===== src/rtl/product_accumulator64.sv =====
// ============================================================================
// Module   : product_accumulator64
// Purpose  : Accumulates a programmed number of signed products into one
//            saturated sum with a done pulse and a sticky overflow flag.
// Revision : 1.0
// ============================================================================
`default_nettype none

module product_accumulator64 #(
    parameter int WIDTH = 64,
    parameter int GUARD = 8,
    parameter int CNT_W = 16
) (
    input  logic             clk,
    input  logic             rst,
    input  logic             sta,
    input  logic [CNT_W-1:0] len,
    input  logic             xy_valid,
    input  logic [WIDTH-1:0] xy,
    output logic [WIDTH-1:0] sum,
    output logic             done_sig,
    output logic             busy,
    output logic             ovf
);

    localparam int AW = WIDTH + GUARD;

    localparam logic [1:0] S_IDLE  = 2'd0;
    localparam logic [1:0] S_ACCUM = 2'd1;
    localparam logic [1:0] S_DONE  = 2'd2;

    localparam logic [WIDTH-1:0] C_SAT_POS = {1'b0, {(WIDTH-1){1'b1}}};
    localparam logic [WIDTH-1:0] C_SAT_NEG = {1'b1, {(WIDTH-1){1'b0}}};

    logic [1:0]       state_q, state_d;
    logic [AW-1:0]    acc_q,   acc_d;
    logic [CNT_W-1:0] cnt_q,   cnt_d;
    logic [CNT_W-1:0] len_q,   len_d;
    logic [WIDTH-1:0] sum_q,   sum_d;
    logic             ovf_q,   ovf_d;

    logic [AW-1:0]    w_acc_next;
    logic [GUARD:0]   w_top_bits;
    logic             w_in_range;
    logic             w_last;
    logic [WIDTH-1:0] w_sat_val;

    assign w_acc_next = acc_q + {{GUARD{xy[WIDTH-1]}}, xy};

    // The result fits in WIDTH bits only when the guard bits all replicate its sign bit.
    assign w_top_bits = w_acc_next[AW-1:WIDTH-1];
    assign w_in_range = (&w_top_bits) | ~(|w_top_bits);
    assign w_sat_val  = w_in_range ? w_acc_next[WIDTH-1:0]
                      : (w_acc_next[AW-1] ? C_SAT_NEG : C_SAT_POS);

    assign w_last = (cnt_q == (len_q - CNT_W'(1)));

    always_comb begin
        state_d = state_q;
        acc_d   = acc_q;
        cnt_d   = cnt_q;
        len_d   = len_q;
        sum_d   = sum_q;
        ovf_d   = ovf_q;
        case (state_q)
            S_IDLE, S_DONE: begin
                state_d = S_IDLE;
                if (sta) begin
                    ovf_d = 1'b0;
                    if (len != '0) begin
                        acc_d   = '0;
                        cnt_d   = '0;
                        len_d   = len;
                        state_d = S_ACCUM;
                    end else begin
                        sum_d   = '0;
                        state_d = S_DONE;
                    end
                end
            end
            S_ACCUM: begin
                if (xy_valid) begin
                    if (w_last) begin
                        sum_d   = w_sat_val;
                        ovf_d   = ~w_in_range;
                        state_d = S_DONE;
                    end else begin
                        acc_d = w_acc_next;
                        cnt_d = cnt_q + CNT_W'(1);
                    end
                end
            end
            default: state_d = S_IDLE;
        endcase
    end

    always_ff @(posedge clk) begin
        if (!rst) begin
            state_q <= S_IDLE;
            acc_q   <= '0;
            cnt_q   <= '0;
            len_q   <= '0;
            sum_q   <= '0;
            ovf_q   <= 1'b0;
        end else begin
            state_q <= state_d;
            acc_q   <= acc_d;
            cnt_q   <= cnt_d;
            len_q   <= len_d;
            sum_q   <= sum_d;
            ovf_q   <= ovf_d;
        end
    end

    assign sum      = sum_q;
    assign ovf      = ovf_q;
    assign done_sig = (state_q == S_DONE);
    assign busy     = (state_q == S_ACCUM);

endmodule

`default_nettype wire


===== config.mk =====
export PLATFORM = sky130hd
export DESIGN_NAME = product_accumulator64
export DESIGN_NICKNAME = d
export VERILOG_FILES = /design/src/rtl/product_accumulator64.sv
export SDC_FILE = /design/constraint.sdc
export NUM_CORES = 1
export LEC_CHECK = 0
export BUFFER_PORTS_ARGS = -buffer_cell sky130_fd_sc_hd__buf_2
export CORE_ASPECT_RATIO = 0.9
export CORE_MARGIN = 5
export CORE_UTILIZATION = 49
export CTS_BUF_LIST = sky130_fd_sc_hd__clkbuf_8
export DETAILED_ROUTE_END_ITERATION = 6
export PLACE_DENSITY = 0.66
export SLEW_MARGIN = 15
export SYNTH_ARGS = -nofsm -noshare
export SYNTH_HDL_FRONTEND = slang
export SYNTH_SLANG_ARGS = --single-unit

===== constraint.sdc =====
create_clock -name clk -period 4.8 [get_ports clk]
set_input_delay 0.24 -clock clk [delete_from_list [all_inputs] [get_ports clk]]
set_output_delay 0.24 -clock clk [all_outputs]
set_load 0.1 [all_outputs]

==> flow_summary.yaml <==
outcome:
  status: "finished, final reports clean"
sta:
  timing.hold.ws_ps: 12.1
  clock_skew_ps: 20.2
  setup-violations-final: 0
  hold_viol_final: 0
  tns_ps: 0
  fin_crit_ps: 4340
  fmax_mhz: 230
  final.period_utilization: 0.905
  slew_viol_final: 0
  slew_headroom: 0.234
  worst_pin_slew_ps: 1150
  rsz0062_at_grt: "false"
power_and_ir_drop:
  power_density_nw_per_um2: 250
  p_comb_frac: 0.238
  p_leak_nw: 5.34
  pwr-share-clk: 0.307
  p_int_mw: 2.11
  p_switching_mw: 1.14
  switching_share: 0.350
  p_seq_frac: 0.455
  ir_drop_v: 0.000180
route:
  drt_pre_antenna_iters: 6
  drtAntennaViolNets: 0
  drtIter0Drc: 977
  wire_per_inst_um: 18.5
  viasPerCell: 6.04
  num_vias: 11600
  drc_errors: 0
  wirelength_mm: 35.5
hold_path:
  worstHoldPathType: "in2reg"
  worstHoldStart: "len[1]"
job:
  drv.max_cap_violation_count: 0
synthesis:
  netlist_instances: 1505
  async_flop_share: 0
  yosysTopAreaCell: "dfxtp_1"
  syn_nets: 1663
  syn-cell-area_sq_um: 11800
  synth_seq_area_share: 0.290
  yosysWarningCount: 0
  synth-edff-count: 0
  ys_seq_elements: 171
  avgSynthCellArea_sq_um: 7.85
  synth_ff_type: "dfxtp_1"
  synth.distinct_cells: 79
  synth.top_cell.area_share: 0.290
  synth_area_leaders: "dfxtp_1, ha_1, nand2_1"
place:
  dpl-instance-area_sq_um: 12600
  gp_congestion: 0.958
  dp_cells: 1885
  dp_hpwl_mm: 26.5
  io_buffers: 150
clock_network:
  cts_sinks: 171
  clkSlewWorstSetupHoldPaths_ps: 100
  root_buffer: "clkbuf_8"
  clock_path_buffers: 2
  post_cts_resized: 0
  cts_tree: "done"
  numCtsBuffers: 17
  htreeDepth: 4
  clk_latency_ps: 490
global_route:
  gr-usage-all-layers: 0.254
  gr-total-overflow: 0
  grt_pass1_wl_mm: 57.6
  grt_start_max_net_pins: 64
  grt_antenna_before_repair: 0
  grt_pass1_vias: 11000
setup_path:
  crit_type: "reg2reg"
  cp.required_ps: 5220
  start_kind: "register"
  crit_start: "acc_q[7]"
  arrival_ps: 4760
  r2r-start: "acc_q[7]"
  path_max_fanout: 6
  regToRegSetupSlack_ps: 460
  worst_setup_path_end_kind: "register"
die:
  dieArea_sq_um: 27300
  core_area_sq_um: 24000
  start_util: 0.493
  die_x_um: 174
  die_h_um: 157
  num_io_pins: 151
  rows: 54
cells_and_area:
  fin_nets: 1759
  synthToLayoutAreaGrowth_pct: 10.4
  design_area_sq_um: 13000
  diodes: 0
  drive_gt1_frac: 0.139
  finalNonFillerCells: 1921
-- layout by cell type, fill, tap and decap left out, types with 12 or more instances in the layout --
cell	netlist	routed
a21boi_1	53	53
nor4_1	14	14
nor2_1	133	132
ha_1	73	73
buf_2	16	150
xor2_1	51	51
o21a_1	16	16
nand2_1	235	234
clkbuf_8	0	18
o21ai_0	63	63
inv_1	18	19
a21oi_1	107	107
buf_4	1	17
a21boi_0	24	24
nand3_1	40	40
xnor2_1	46	46
and3_1	18	18
nor3_1	21	21
o21ai_1	12	12
nand4_1	39	39
a221o_1	62	62
dfxtp_1	171	171
a31oi_1	21	21
o31ai_1	12	12
and2_1	25	24
a21o_1	19	19
-- path summary, 6_finish.rpt --
kind / endpoint / depth (start not counted)
setup / recovery: sum[47] / 13
hold / removal: len_q[1] / 3
setup reg to reg: sum[47] / 13
hold reg to reg: acc_q[12] / 2
-- sequential cells by signal (all words and copies together), names as in the netlist --
signal	count
sum	64
len_q	16
cnt_q	16
state_q	2
acc_q	72
ovf	1
-- synth_stat cells, types with 3 or more instances --
master,n
nor3_1,21
o21ai_1,12
nand2b_1,11
and2_1,25
nor4_1,14
buf_6,14
a21oi_1,107
a21boi_0,24
o21bai_1,5
buf_2,16
o2111ai_1,3
nor2b_1,9
dfxtp_1,171
a41oi_1,3
a31o_2,3
a31oi_1,21
o21ai_0,63
a21boi_1,53
o31a_1,3
nand3_1,40
nand2_1,235
nand4_1,39
or4_1,7
a21o_1,19
clkbuf_1,64
and4_1,5
o31ai_1,12
a221o_1,62
a211o_1,6
a211oi_1,10
xor2_1,51
xnor2_1,46
nor2_1,133
inv_1,18
or3_1,9
and3_1,18
ha_1,73
o21a_1,16
a311oi_1,5
o211ai_1,7
-- layer usage --
| layer | part of all wire | vias to the layer above | track usage | wire, um |
|---|---|---|---|---|
| met5 | 0 | - | 0 | 0 |
| met4 | 0.019 | 0 | 0.0618 | 670 |
| met3 | 0.058 | 50 | 0.0435 | 2070 |
| met2 | 0.45 | 360 | 0.418 | 16000 |
| met1 | 0.47 | 5489 | 0.351 | 16800 |
| li1 | - | 5698 | - | - |
-- cell families after synthesis --
group / count (synthesis) / synth area share
flops: 171 / 0.290
mux: 1 / 0.000847
simple gates: 583 / 0.233
xor+xnor: 98 / 0.0733
fa+ha+maj: 74 / 0.0790
compound gates: 464 / 0.278
buf+inv: 114 / 0.0471
-- worst max-delay path, stage by stage (launching register included) --
cell       delay [ps]
dfxtp_1           330
ha_1              380
and4_1            270
nand3_1           100
a21o_1            210
a2111oi_2         480
nor2_1            200
o31ai_1           660
a21oi_1           310
nor4b_1           220
a2111oi_0         630
buf_4             240
and2_1            120
a221o_1           130
-- area by class of cell --
type / count / area (sq um)
Clock buffer: 18 / 248
Clock inverter: 13 / 113
Fill cell: 2358 / 10900
Inverter: 18 / 67.6
Multi-Input combinational cell: 1220 / 7860
Sequential cell: 171 / 3420
Tap cell: 308 / 385
Timing Repair Buffer: 173 / 948
-- power groups by stage --
stage	Combinational (mW)	Clock [mW]	Sequential, mW
floorplan	0.551	0	1.51
global placement	0.756	0	1.51
detailed placement	0.759	0	1.51
CTS	0.767	1.02	1.48
global route	0.854	1.08	1.49
finish	0.773	1.00	1.48
-- per-stage QoR --
step | power, mW | util | setup slack [ps]
after global routing | 3.42 | 0.544 | 183
after CTS | 3.27 | 0.544 | 564
after global placement | 2.27 | 0.527 | 696
final | 3.26 | 0.544 | 457
after floorplan | 2.06 | - | 1240
after detailed placement | 2.27 | 0.527 | 618
-- what timing repair did --
item	4_1_cts	5_1_grt
buffers inserted	0	0
hold endpoints to repair	5	0
hold buffers	5	0
(Power assumes the default switching activity.)
